--- src/rtl/dsp48_mac_sched_if.sv ---
// Bundle of the sample, coefficient, result and DSP48 operand/control signals
// seen by dsp48_mac_sched (slave) and by the surrounding logic (master).
interface dsp48_mac_sched_if #(
    parameter int unsigned C_TAPS   = 16,
    parameter int unsigned C_DWIDTH = 18,
    parameter int unsigned C_CWIDTH = 18
);
    localparam int unsigned AW = (C_TAPS > 1) ? $clog2(C_TAPS) : 1;

    logic [C_DWIDTH-1:0] I_din;
    logic                I_din_valid;
    logic                O_din_ready;
    logic                I_coef_we;
    logic [AW-1:0]       I_coef_addr;
    logic [C_CWIDTH-1:0] I_coef_data;
    logic                O_coef_err;
    logic [29:0]         O_dsp_a;
    logic [17:0]         O_dsp_b;
    logic [7:0]          O_dsp_opmode;
    logic [4:0]          O_dsp_inmode;
    logic [3:0]          O_dsp_aluctl;
    logic [47:0]         I_dsp_p;
    logic [47:0]         O_dout;
    logic                O_dout_valid;
    logic                O_busy;

    modport slave (
        input  I_din, I_din_valid, I_coef_we, I_coef_addr, I_coef_data, I_dsp_p,
        output O_din_ready, O_coef_err, O_dsp_a, O_dsp_b, O_dsp_opmode,
               O_dsp_inmode, O_dsp_aluctl, O_dout, O_dout_valid, O_busy
    );

    modport master (
        output I_din, I_din_valid, I_coef_we, I_coef_addr, I_coef_data, I_dsp_p,
        input  O_din_ready, O_coef_err, O_dsp_a, O_dsp_b, O_dsp_opmode,
               O_dsp_inmode, O_dsp_aluctl, O_dout, O_dout_valid, O_busy
    );
endinterface

--- src/rtl/dsp48_mac_sched.sv ---
// Time-multiplexed FIR MAC scheduler: one sample in, C_TAPS taps sequenced through
// a single DSP48E1 slice, accumulated P captured after the slice latency.
module dsp48_mac_sched #(
    parameter int unsigned C_TAPS    = 16,
    parameter int unsigned C_DWIDTH  = 18,
    parameter int unsigned C_CWIDTH  = 18,
    parameter int unsigned C_DSP_LAT = 4,
    parameter int unsigned C_OPM_DLY = 2
) (
    input logic              I_clk,
    input logic              I_rst,
    dsp48_mac_sched_if.slave bus
);
    localparam int unsigned AW = (C_TAPS > 1) ? $clog2(C_TAPS) : 1;
    localparam int unsigned CW = $clog2(C_DSP_LAT) + 1;

    localparam logic [7:0] OPM_ZERO = 8'h00;
    localparam logic [7:0] OPM_LOAD = 8'h05;
    localparam logic [7:0] OPM_ACC  = 8'h25;

    typedef enum logic [1:0] {
        S_IDLE,
        S_CALC,
        S_DRAIN
    } state_t;

    state_t              state_q, state_d;
    logic [AW-1:0]       k_q, k_d;
    logic [CW-1:0]       drn_q, drn_d;
    logic [AW-1:0]       wr_ptr_q, wr_ptr_d;
    logic [C_DWIDTH-1:0] line_q [C_TAPS];
    logic [C_CWIDTH-1:0] coef_q [C_TAPS];

    logic [29:0]         a_q, a_d;
    logic [17:0]         b_q, b_d;
    logic [7:0]          tag_d;
    logic [7:0]          opm_q [C_OPM_DLY+1];
    logic                ready_q, ready_d;
    logic                busy_q, busy_d;
    logic [47:0]         dout_q;
    logic                dout_vld_q;
    logic                cerr_q, cerr_d;

    logic                accept;
    logic                dout_load;
    logic                coef_wr_ok;
    logic [AW-1:0]       rd_idx;

    always_comb begin
        state_d   = state_q;
        k_d       = k_q;
        drn_d     = drn_q;
        wr_ptr_d  = wr_ptr_q;
        accept    = 1'b0;
        dout_load = 1'b0;
        unique case (state_q)
            S_IDLE: begin
                if (bus.I_din_valid) begin
                    accept  = 1'b1;
                    k_d     = '0;
                    state_d = S_CALC;
                end
            end
            S_CALC: begin
                if (k_q == AW'(C_TAPS - 1)) begin
                    drn_d   = '0;
                    state_d = S_DRAIN;
                end else begin
                    k_d = k_q + AW'(1);
                end
            end
            S_DRAIN: begin
                if (drn_q == CW'(C_DSP_LAT - 1)) begin
                    dout_load = 1'b1;
                    wr_ptr_d  = wr_ptr_q + AW'(1);
                    state_d   = S_IDLE;
                end else begin
                    drn_d = drn_q + CW'(1);
                end
            end
            default: state_d = S_IDLE;
        endcase
    end

    always_comb begin
        coef_wr_ok = bus.I_coef_we && (state_q == S_IDLE);
        cerr_d     = bus.I_coef_we && (state_q != S_IDLE);
        ready_d    = (state_d == S_IDLE);
        busy_d     = (state_d != S_IDLE);
    end

    // Operands are registered from next-state values so tap k is on the pins
    // exactly in its CALC cycle; tap 0 bypasses the sample being written this
    // edge, and any tap bypasses a coefficient written this edge.
    always_comb begin
        a_d    = '0;
        b_d    = '0;
        tag_d  = OPM_ZERO;
        rd_idx = wr_ptr_q - k_d;
        if (state_d == S_CALC) begin
            if (accept) begin
                a_d = 30'($signed(bus.I_din));
            end else begin
                a_d = 30'($signed(line_q[rd_idx]));
            end
            if (coef_wr_ok && (bus.I_coef_addr == k_d)) begin
                b_d = 18'($signed(bus.I_coef_data));
            end else begin
                b_d = 18'($signed(coef_q[k_d]));
            end
            tag_d = (k_d == '0) ? OPM_LOAD : OPM_ACC;
        end
    end

    always_ff @(posedge I_clk or posedge I_rst) begin
        if (I_rst) begin
            state_q    <= S_IDLE;
            k_q        <= '0;
            drn_q      <= '0;
            wr_ptr_q   <= '0;
            a_q        <= '0;
            b_q        <= '0;
            ready_q    <= 1'b1;
            busy_q     <= 1'b0;
            dout_q     <= '0;
            dout_vld_q <= 1'b0;
            cerr_q     <= 1'b0;
            for (int unsigned i = 0; i < C_TAPS; i++) begin
                line_q[i] <= '0;
                coef_q[i] <= '0;
            end
            for (int unsigned i = 0; i <= C_OPM_DLY; i++) begin
                opm_q[i] <= OPM_ZERO;
            end
        end else begin
            state_q    <= state_d;
            k_q        <= k_d;
            drn_q      <= drn_d;
            wr_ptr_q   <= wr_ptr_d;
            a_q        <= a_d;
            b_q        <= b_d;
            ready_q    <= ready_d;
            busy_q     <= busy_d;
            dout_vld_q <= dout_load;
            cerr_q     <= cerr_d;
            if (dout_load) begin
                dout_q <= bus.I_dsp_p;
            end
            if (accept) begin
                line_q[wr_ptr_q] <= bus.I_din;
            end
            if (coef_wr_ok) begin
                coef_q[bus.I_coef_addr] <= bus.I_coef_data;
            end
            // Stage 0 is aligned with the operand registers; the pins see the
            // tag C_OPM_DLY stages later.
            opm_q[0] <= tag_d;
            for (int unsigned i = 1; i <= C_OPM_DLY; i++) begin
                opm_q[i] <= opm_q[i-1];
            end
        end
    end

    assign bus.O_din_ready  = ready_q;
    assign bus.O_busy       = busy_q;
    assign bus.O_coef_err   = cerr_q;
    assign bus.O_dsp_a      = a_q;
    assign bus.O_dsp_b      = b_q;
    assign bus.O_dsp_opmode = opm_q[C_OPM_DLY];
    assign bus.O_dsp_inmode = 5'b00000;
    assign bus.O_dsp_aluctl = 4'b0000;
    assign bus.O_dout       = dout_q;
    assign bus.O_dout_valid = dout_vld_q;
endmodule
--- src/flat_wrapper.sv ---
// flat-port wrapper written by rule: the top's interface ports become plain ports
module dsp48_mac_sched_flat 
#(
    parameter int unsigned C_TAPS    = 16,
    parameter int unsigned C_DWIDTH  = 18,
    parameter int unsigned C_CWIDTH  = 18,
    parameter int unsigned C_DSP_LAT = 4,
    parameter int unsigned C_OPM_DLY = 2
)
  (I_clk, I_rst, bus_I_din, bus_I_din_valid, bus_I_coef_we, bus_I_coef_addr, bus_I_coef_data, bus_I_dsp_p, bus_O_din_ready, bus_O_coef_err, bus_O_dsp_a, bus_O_dsp_b, bus_O_dsp_opmode, bus_O_dsp_inmode, bus_O_dsp_aluctl, bus_O_dout, bus_O_dout_valid, bus_O_busy);
  dsp48_mac_sched_if #(.C_TAPS(C_TAPS), .C_DWIDTH(C_DWIDTH), .C_CWIDTH(C_CWIDTH)) bus_i ();
  input logic I_clk;
  input logic I_rst;
  input wire logic [$bits(bus_i.I_din)-1:0] bus_I_din;
  input wire logic [$bits(bus_i.I_din_valid)-1:0] bus_I_din_valid;
  input wire logic [$bits(bus_i.I_coef_we)-1:0] bus_I_coef_we;
  input wire logic [$bits(bus_i.I_coef_addr)-1:0] bus_I_coef_addr;
  input wire logic [$bits(bus_i.I_coef_data)-1:0] bus_I_coef_data;
  input wire logic [$bits(bus_i.I_dsp_p)-1:0] bus_I_dsp_p;
  output wire logic [$bits(bus_i.O_din_ready)-1:0] bus_O_din_ready;
  output wire logic [$bits(bus_i.O_coef_err)-1:0] bus_O_coef_err;
  output wire logic [$bits(bus_i.O_dsp_a)-1:0] bus_O_dsp_a;
  output wire logic [$bits(bus_i.O_dsp_b)-1:0] bus_O_dsp_b;
  output wire logic [$bits(bus_i.O_dsp_opmode)-1:0] bus_O_dsp_opmode;
  output wire logic [$bits(bus_i.O_dsp_inmode)-1:0] bus_O_dsp_inmode;
  output wire logic [$bits(bus_i.O_dsp_aluctl)-1:0] bus_O_dsp_aluctl;
  output wire logic [$bits(bus_i.O_dout)-1:0] bus_O_dout;
  output wire logic [$bits(bus_i.O_dout_valid)-1:0] bus_O_dout_valid;
  output wire logic [$bits(bus_i.O_busy)-1:0] bus_O_busy;
  assign bus_i.I_din = bus_I_din;
  assign bus_i.I_din_valid = bus_I_din_valid;
  assign bus_i.I_coef_we = bus_I_coef_we;
  assign bus_i.I_coef_addr = bus_I_coef_addr;
  assign bus_i.I_coef_data = bus_I_coef_data;
  assign bus_i.I_dsp_p = bus_I_dsp_p;
  assign bus_O_din_ready = bus_i.O_din_ready;
  assign bus_O_coef_err = bus_i.O_coef_err;
  assign bus_O_dsp_a = bus_i.O_dsp_a;
  assign bus_O_dsp_b = bus_i.O_dsp_b;
  assign bus_O_dsp_opmode = bus_i.O_dsp_opmode;
  assign bus_O_dsp_inmode = bus_i.O_dsp_inmode;
  assign bus_O_dsp_aluctl = bus_i.O_dsp_aluctl;
  assign bus_O_dout = bus_i.O_dout;
  assign bus_O_dout_valid = bus_i.O_dout_valid;
  assign bus_O_busy = bus_i.O_busy;
  dsp48_mac_sched #(.C_TAPS(C_TAPS), .C_DWIDTH(C_DWIDTH), .C_CWIDTH(C_CWIDTH), .C_DSP_LAT(C_DSP_LAT), .C_OPM_DLY(C_OPM_DLY)) u_core (.I_clk(I_clk), .I_rst(I_rst), .bus(bus_i));
endmodule
--- config.mk ---
export PLATFORM = sky130hd
export DESIGN_NAME = dsp48_mac_sched_flat
export DESIGN_NICKNAME = d
export VERILOG_FILES = /design/src/rtl/dsp48_mac_sched_if.sv /design/src/rtl/dsp48_mac_sched.sv /design/src/flat_wrapper.sv
export SDC_FILE = /design/constraint.sdc
export NUM_CORES = 1
export LEC_CHECK = 0
export BUFFER_PORTS_ARGS = -buffer_cell sky130_fd_sc_hd__buf_2
export CAP_MARGIN = 20
export CORE_MARGIN = 10
export CORE_UTILIZATION = 50
export CTS_CLUSTER_SIZE = 40
export DETAILED_ROUTE_END_ITERATION = 7
export PLACE_DENSITY = 0.77
export SYNTH_ARGS = -nofsm -noshare
export SYNTH_HDL_FRONTEND = slang
export SYNTH_SLANG_ARGS = --single-unit
--- constraint.sdc ---
create_clock -name I_clk -period 28.3 [get_ports I_clk]
set_input_delay 2.83 -clock I_clk [delete_from_list [all_inputs] [get_ports I_clk]]
set_output_delay 2.83 -clock I_clk [all_outputs]
set_load 0.05 [all_outputs]
# Word level (Yosys, flattened, before mapping)
# Index checks and enable logic that the tools add are counted.
# word_totals
register_bits	713
latchBits	0
ramBits	0
rom_bits	0
input_bits	92
out_inout_bits	117
elab_cells	113
memories	0
# classes
add_sub_neg	4
mul	0
n_div	0
magnitude_cmp	6
eq_ne	8
shift	0
n_mux	32
bitwise_logic	4
n_reduce_logical	13
# op_table
op	count
$bwmux 288	2
$bmux 18 s4	2
$demux 18 s4	2
$mux 18	8
$mux 30	2
$ge 5x5->1 const B	4
$not 4->5	4
$lt 5x1->1 const B	2
$add 4x1->4 const B	2
$mux 4	2
$mux 8	1
$pmux 4 s2	1
$mux 2	3
$mux 3	2
$mux 6	1
$pmux 2 s3	1
$pmux 3 s2	1
$reduce_bool 2->1	3
$logic_and 1x1->1	5
$eq 2x1->1 const B	2
$eq 4x4->1	1
$eq 4x4->1 const B	1
$logic_not 2->1	2
$logic_not 4->1	1
9 further kinds	12

# Logic depth before layout (Yosys ltp)
# Gate-level depths: netlist of run 1.
# logic_depth
ltp_word	10
depth_mapped	22
depth_no_buf	14

# Worst setup path after synthesis of run 1
# Ideal clock, no wire load.
# synth_timing
path_type	input -> register
from	in bus_I_din_valid
to	reg u_core.a_q[3] (netlist: u_core.bus.O_dsp_a[3])
setup_time_ps	138
t_arrival_ps	6218
required_ps	28162
slack_ps	21945
stages	16
n_path_buf	5
cell_sequence	mux2i_2 > o21ai_2 > and2_1 > buf_4 > inv_2 > buf_6 > buf_4 > buf_4 > ha_1 > fa_1 > xor2_1 > buf_1 > mux4_2 > mux2_2 > o211ai_1 > a21oi_1
# synth_between
elab_chain_cells	9
word_cells_on_any_way	14
cone_classes	add/sub (1); eq/ne (1); mux (11); bitwise (1)
# synth_rtl
item	line_no	text
start: declaration	flat_wrapper.sv:15	input wire logic [$bits(bus_i.I_din_valid)-1:0] bus_I_din_valid;
$mux 4	dsp48_mac_sched.sv:58	if (bus.I_din_valid) begin
$pmux 4 s2	dsp48_mac_sched.sv:56	unique case (state_q)
via u_core.k_d[0]	dsp48_mac_sched.sv:28	logic [AW-1:0] k_q, k_d;
$sub 4x4->4	dsp48_mac_sched.sv:99	rd_idx = wr_ptr_q - k_d;
$not 4->5 (implied by the code)	dsp48_mac_sched.sv:104	a_d = 30'($signed(line_q[rd_idx]));
$bmux 18 s4	dsp48_mac_sched.sv:104	
$mux 18 (implied by the code) (2 in a row)	dsp48_mac_sched.sv:104	
$mux 30	dsp48_mac_sched.sv:101	if (accept) begin
$mux 30	dsp48_mac_sched.sv:100	if (state_d == S_CALC) begin
via u_core.a_d[3]	dsp48_mac_sched.sv:34	logic [29:0] a_q, a_d;
end signal: assignment	dsp48_mac_sched.sv:121	a_q <= '0;
end signal: assignment	dsp48_mac_sched.sv:140	a_q <= a_d;
end: declaration	dsp48_mac_sched.sv:34	
# The timed path passes the listed nets, and every way through them passes these cells. The select of a mux whose other input is x is not followed.
# A chain may end at the register's enable or synchronous reset.

# Worst setup path in the final report of run 1
# layout_timing
from	in bus_I_din_valid
to	reg u_core.a_q[3] (netlist: u_core.bus.O_dsp_a[3])
# layout_between
elab_chain_cells	9
word_cells_on_any_way	14
cone_classes	add/sub (1); eq/ne (1); mux (11); bitwise (1)
# layout_rtl
item	line_no
$mux 4	dsp48_mac_sched.sv:58
$pmux 4 s2	dsp48_mac_sched.sv:56
$sub 4x4->4	dsp48_mac_sched.sv:99
$not 4->5 (implied by the code)	dsp48_mac_sched.sv:104
$bmux 18 s4	dsp48_mac_sched.sv:104
$mux 18 (implied by the code) (2 in a row)	dsp48_mac_sched.sv:104
$mux 30	dsp48_mac_sched.sv:101
$mux 30 (*)	dsp48_mac_sched.sv:100
via u_core.a_d[3]	dsp48_mac_sched.sv:34
# Mark *: on every way through the listed nets, which the timed path passes. The rest lies on a longest branch. The select of a mux whose other input is x is not followed.

==> results of run 1 <==
[critical path: stages]
cell      delay [ns]
buf_2           0.13
mux2i_2         0.11
o21ai_2         0.18
and2_2          0.16
buf_4           0.74
inv_6           0.52
ha_4            0.35
fa_2            0.40
xor2_4          0.16
buf_4           0.74
mux4_2          0.61
mux2_2          0.28
o211ai_1        0.16
a21oi_1         0.09
[path summary, 6_finish.rpt]
path / start / to / slack, ns
max: bus_I_din_valid / u_core.bus.O_dsp_a[3] / 21.24
min: u_core.opm_q[10] / u_core.bus.O_dsp_opmode[2] / 0.35
max reg2reg: u_core.state_q[1] / u_core.bus.O_dsp_a[3] / 22.62
min reg2reg: u_core.opm_q[10] / u_core.bus.O_dsp_opmode[2] / 0.35
max in group asynchronous: I_rst / u_core.line_q[237] / 23.89
min in group asynchronous: I_rst / u_core.bus.O_dsp_opmode[5] / 2.34
[kinds of logic (layout without fill, tap and decap cells)]
| kind of cell | Yosys count | in the layout | share of synthesized area, % |
|---|---|---|---|
| compound gates | 351 | 351 | 7.33 |
| flops | 683 | 683 | 56.0 |
| simple gates | 304 | 304 | 4.25 |
| mux | 697 | 697 | 28.0 |
| xor+xnor | 6 | 6 | 0.172 |
| other cells | 1 | 17 | 0.0123 |
| buf+inv | 233 | 410 | 3.56 |
| fa+ha+maj | 15 | 15 | 0.640 |
[stage by stage]
stage                     util [%]  worst slack [ns]  total power, mW  hold WS, ns  instance area [sq um]
after global placement        53.1             20.73             2.50        0.343                  32100
after global routing          57.1             21.01             3.65        0.359                  34500
after CTS                     57.0             21.28             3.50        0.355                  34400
after floorplan                  -              6.32             2.24        0.331                  30600
after detailed placement      53.1             20.62             2.55        0.340                  32100
final                         57.1             21.24             3.48        0.349                  34500
[cell type report]
class                   count  share of cell area (%)
flip-flops and latches    683                    49.6
inverters                  31                   0.374
clock inverters            27                   0.863
repair buffers            248                    4.15
diodes                      3                  0.0218
clock buffers             104                    5.98
multi-input cells        1387                    36.2
well taps                 782                    2.84
[flip-flops by register name (all words and copies together), names as in the netlist, 2 cells and up]
signal / count
u_core.k_q: 4
u_core.coef_q: 288
u_core.bus.O_dsp_b: 18
u_core.drn_q: 3
u_core.opm_q: 4
u_core.bus.O_dsp_a: 18
u_core.bus.O_dsp_opmode: 2
u_core.wr_ptr_q: 4
u_core.state_q: 2
u_core.bus.O_dout: 48
u_core.line_q: 288
[per-layer routing]
layer	up-vias	share of wire (%)	global-route usage (%)
li1	8535	-	-
met1	10300	40	27.1
met2	711	50	35.9
met3	201	7.3	4.79
met4	20	3.2	7.60
met5	-	0.15	0
[cell usage in the layout, fill, tap and decap left out, types with 25 or more instances in the layout]
cell type    n
a21oi_1     97
a221oi_1    72
buf_2      194
buf_4       50
clkbuf_16   72
dfrtp_1    682
inv_1       29
mux2_2     534
mux2i_1     90
mux4_2      72
nand2_1    229
nand3_1     25
o21ai_0    119
[where the power goes]
group,internal (mW),switching (mW)
clock network,0.548,0.391
logic,0.484,0.790
registers,1.17,0.102
==> results.py, run 1 <==
metrics = {
    "synthesis": {
        "yosys-top-cells-count": "682 x dfrtp_1, 534 x mux2_2, 229 x nand2_1, 120 x clkbuf_1, 119 x o21ai_0",
        "netlist_area_sq_um": 30500,
        "synth_top_area_share_pct": 55.9,
        "yosysMostFrequentCell": "dfrtp_1",
        "syn_inst": 2290,
        "synth-async-reset-ratio_pct": 100,
        "synth-seq-cells": 683,
        "yosysSeqAreaShare_pct": 56.0,
        "synth_largest_area_cell": "dfrtp_1",
        "ys_types": 54,
        "yosysWarnings": 0,
        "synth_area_leaders": "dfrtp_1 56%, mux2_2 20%, mux4_2 5.3%, mux2i_1 3.0%, nand2_1 2.8%",
        "synthFlopType": "dfrtp_1",
        "postSynthAreaPerCell_sq_um": 13.3,
        "synth_edf_count": 0,
    },
    "min_path": {
        "hp-class": "reg -> reg",
        "timing.hold.worst_path_depth": 0,
    },
    "critical_path": {
        "path_max_fanout": 81,
        "worst_setup_path_end_kind": "flop",
        "critical_path_required_ns": 28.78,
        "crit_arrival_ns": 7.54,
        "startpoint_type": "input pin",
        "criticalPathCategory": "in -> reg",
        "reg2reg_depth": 15,
    },
    "cells_and_area": {
        "final_cell_count_no_fill": 3265,
        "n_fill_cell": 4683,
        "nNetsFinal": 2530,
        "seqCellArea_sq_um": 17100,
        "area_delta_synth_final_pct": 13.0,
        "multi_input_area_sq_um": 12500,
        "drive_gt1_share_pct": 40.4,
    },
    "grt": {
        "grt_pass1_wl_um": 120000,
        "grt_pass1_vias": 20900,
        "track_usage_pct": 21.5,
        "grt-ovfl-total": 0,
        "antenna_found_initial": 14,
        "grt_max_degree": 202,
    },
    "placement": {
        "gp_congestion": 0.811,
        "port-buffer-count": 194,
        "dpl.hpwl_um": 45300,
        "dp.cells": 3128,
    },
    "routing": {
        "drt_iter0_drc": 1786,
        "first_pass_iters": 7,
        "route.detailed.drc": 0,
        "vias": 19800,
        "wirelength_um": 77300,
        "via_per_inst": 6.05,
        "avgRoutedWirePerCell_um": 23.7,
        "route.antenna.remaining_nets": 0,
    },
    "cts": {
        "clkTransAtPathRegs_ns": 0.06,
        "cts_resized": 0,
        "tritoncts": "built",
        "clockBufferDepth": 3,
        "htreeDepth": 3,
        "cts_root_buf": "clkbuf_16",
        "insertion_delay_ns": 0.62,
        "cts.sinks": 683,
        "cts_setup_buffers": 0,
        "cts_buffers": 72,
        "hold_buffers": 0,
    },
    "floorplan": {
        "dieWidth_um": 267,
        "die_h_um": 267,
        "ios": 209,
        "start_util_pct": 50.6,
        "coreArea_sq_um": 60400,
        "die-area_sq_um": 71300,
        "rows": 90,
    },
    "job": {
        "maxCapViolCount": 0,
    },
    "power": {
        "p_leak_nw": 16.4,
        "ir_drop_mv": 0.137,
        "power_density_nw_per_um2": 101,
    },
    "timing": {
        "slew_viol_final": 0,
        "fin_skew_ns": 0.0210,
        "tns_ns": 0,
        "period_share_pct": 24.9,
        "setup_viol": 0,
        "worst_slew_pin_slew_ns": 1.15,
        "finalHoldViolations": 0,
        "max_freq_mhz": 142,
        "rsz0062_at_grt": "no",
        "relSlewSlack_pct": 23.2,
        "min_period_ns": 7.06,
    },
    "outcome": {
        "status": "finished clean",
    },
}
Power figures use the tool's default switching activity.
==> run 2, diff against run 1 <==
--- a/config.mk
+++ b/config.mk
@@ -11,7 +11,7 @@
 export CORE_UTILIZATION = 50
 export CTS_CLUSTER_SIZE = 40
 export DETAILED_ROUTE_END_ITERATION = 7
-export PLACE_DENSITY = 0.77
+export PLACE_DENSITY = 0.8
 export SYNTH_ARGS = -nofsm -noshare
 export SYNTH_HDL_FRONTEND = slang
 export SYNTH_SLANG_ARGS = --single-unit
==> constraint.sdc (replaced) <==
create_clock -name I_clk -period 6.1 [get_ports I_clk]
set_input_delay 0.61 -clock I_clk [delete_from_list [all_inputs] [get_ports I_clk]]
set_output_delay 0.61 -clock I_clk [all_outputs]
set_load 0.05 [all_outputs]
==> run 2 against run 1 <==
Net effect: count of clock-buffer cells in the layout is 7 lower; hold slack worse by 0.32 ns; largest cell class unchanged; clock skew is 0.0084 ns higher; register-to-register slack worse by 21 ns; sequential share of layout area is 0.19 points lower; via count is 0.98% higher; sequential power grew to 4.6 times the previous value; first-iteration DRC count is 0.56% lower; critical path depth is 1 lower; flip-flop and latch count stayed put; power grew to 4.7 times the previous value.
==> results.py, run 2 (synthesized netlist as in run 1, its figures left out) <==
metrics = {
    "grt": {
        "grt_pass1_vias": 21100,
        "grt-ovfl-total": 0,
        "grt_max_degree": 177,
        "track_usage_pct": 21.8,
        "antenna_found_initial": 11,
        "grt_pass1_wl_um": 122000,
    },
    "timing": {
        "setup_viol": 0,
        "period_share_pct": 78.4,
        "tns_ns": 0,
        "setup_ws_ns": 1.32,
        "min_period_ns": 4.78,
        "finalHoldViolations": 0,
        "max_freq_mhz": 209,
        "fin_skew_ns": 0.0294,
        "relSlewSlack_pct": 19.3,
        "worst_slew_pin_slew_ns": 1.21,
        "rsz0062_at_grt": "no",
        "slew_viol_final": 0,
    },
    "placement": {
        "dpl.hpwl_um": 46900,
        "port-buffer-count": 194,
        "place_ws_ns": 1.29,
        "gp_congestion": 0.807,
    },
    "routing": {
        "vias": 20000,
        "route.antenna.remaining_nets": 0,
        "via_per_inst": 6.12,
        "route.detailed.drc": 0,
        "wirelength_um": 78500,
        "first_pass_iters": 6,
        "avgRoutedWirePerCell_um": 24.1,
        "drt_iter0_drc": 1776,
    },
    "cts": {
        "cts.sinks": 683,
        "hold_buffers": 0,
        "htreeDepth": 3,
        "tritoncts": "built",
        "cts_setup_buffers": 0,
        "cts_root_buf": "clkbuf_16",
        "clkTransAtPathRegs_ns": 0.06,
        "cts_buffers": 72,
        "clockBufferDepth": 3,
        "insertion_delay_ns": 0.63,
        "cts_resized": 0,
    },
    "power": {
        "p_leak_nw": 16.5,
        "ir_drop_mv": 0.576,
        "power_density_nw_per_um2": 472,
    },
    "critical_path": {
        "worst_setup_path_end_kind": "flop",
        "crit_arrival_ns": 5.28,
        "path_cells": "inv_1 > ha_1 > mux2i_2 > o21ai_2 > and2_2 > inv_6 > ha_4 > fa_2 > buf_4 > mux4_2 > mux2_2 > o211ai_1 > a21oi_1",
        "endpoint": "u_core.bus.O_dsp_a[28]",
        "critPathSlowestCell": "fa_2",
        "startpoint_type": "flop",
        "cp-startpoint": "u_core.state_q[0]",
        "path_max_fanout": 90,
        "criticalPathCategory": "reg -> reg",
        "r2r_slack_ns": 1.32,
        "critical_path_required_ns": 6.59,
        "r2r-start": "u_core.state_q[0]",
        "max_stage_delay_ns": 0.87,
        "regToRegEndpoint": "u_core.bus.O_dsp_a[28]",
        "reg2reg_depth": 13,
    },
    "floorplan": {
        "coreArea_sq_um": 60400,
        "ios": 209,
        "die_h_um": 267,
        "dieWidth_um": 267,
        "die-area_sq_um": 71300,
        "rows": 90,
        "start_util_pct": 50.6,
    },
    "min_path": {
        "hp-class": "in -> async",
    },
    "cells_and_area": {
        "nNetsFinal": 2532,
        "area_delta_synth_final_pct": 13.5,
        "final_cell_mix": "682 x dfrtp_1, 534 x mux2_2, 229 x nand2_1, 194 x buf_2, 119 x o21ai_0",
        "final_common_cell": "dfrtp_1",
        "post-route-util_pct": 57.4,
        "drive_gt1_share_pct": 40.6,
        "n_fill_cell": 4574,
    },
    "outcome": {
        "status": "finished clean",
    },
    "job": {
        "maxCapViolCount": 0,
    },
}
-- run 2: where the power goes --
| group | switching [mW] | leakage (nW) | internal [mW] |
|---|---|---|---|
| Combinational | 3.71 | 6.23 | 2.34 |
| Clock | 1.84 | 1.18 | 2.57 |
| Sequential | 0.485 | 9.09 | 5.42 |
| Total | 6.03 | 16.5 | 10.3 |
-- run 2: worst min-delay path by stage --
stage,startpoint,endpoint,slack (ns),cells after the start
2_1_floorplan,u_core.opm_q[10],u_core.bus.O_dsp_opmode[2],0.33,0
3_3_place_gp,u_core.opm_q[10],u_core.bus.O_dsp_opmode[2],0.34,0
3_5_place_dp,u_core.opm_q[13],u_core.bus.O_dsp_opmode[5],0.34,0
4_1_cts,I_rst,u_core.coef_q[283],0.008,2
5_1_grt,I_rst,u_core.coef_q[13],0.04,2
6_report,I_rst,u_core.coef_q[121],0.03,2
-- run 2: per-stage QoR --
stage	total power, mW	cell area [sq um]	instances	hold WS [ns]
CTS	16.4	34500	3253	0.00835
detailed placement	11.9	32100	3129	0.338
floorplan	10.4	30600	2303	0.331
global route	17.1	34600	3257	0.0375
finish	16.4	34600	3262	0.0271
global placement	11.6	32100	3126	0.337
-- run 2: layout make-up --
class,count,area (sq um),share of cell area (%)
Timing Repair Buffer,250,1560,4.51
Tap cell,782,978,2.83
Multi-Input combinational cell,1387,12500,36.0
Antenna cell,5,12.5,0.0361
Clock inverter,27,307,0.885
Inverter,31,125,0.361
Sequential cell,683,17100,49.4
Clock buffer,97,2070,5.98
-- run 2: per-layer routing --
layer / global-route usage, % / part of all wire [%] / vias to the layer above
li1: - / - / 8538
met1: 27.6 / 40 / 10400
met2: 35.4 / 49 / 756
met3: 4.85 / 6.7 / 213
met4: 10.1 / 3.9 / 14
met5: 0 / 0.12 / -
-- run 2: worst max-delay path: cells and delay by family, from the launching register on --
family	cells	cell delay [ns]
and+or+nand+nor	1	0.23
adders and majority gates	3	1.43
AOI/OAI and AO/OA	3	0.36
muxes	3	1.02
DFF	1	0.42
buffers and inverters	3	1.15
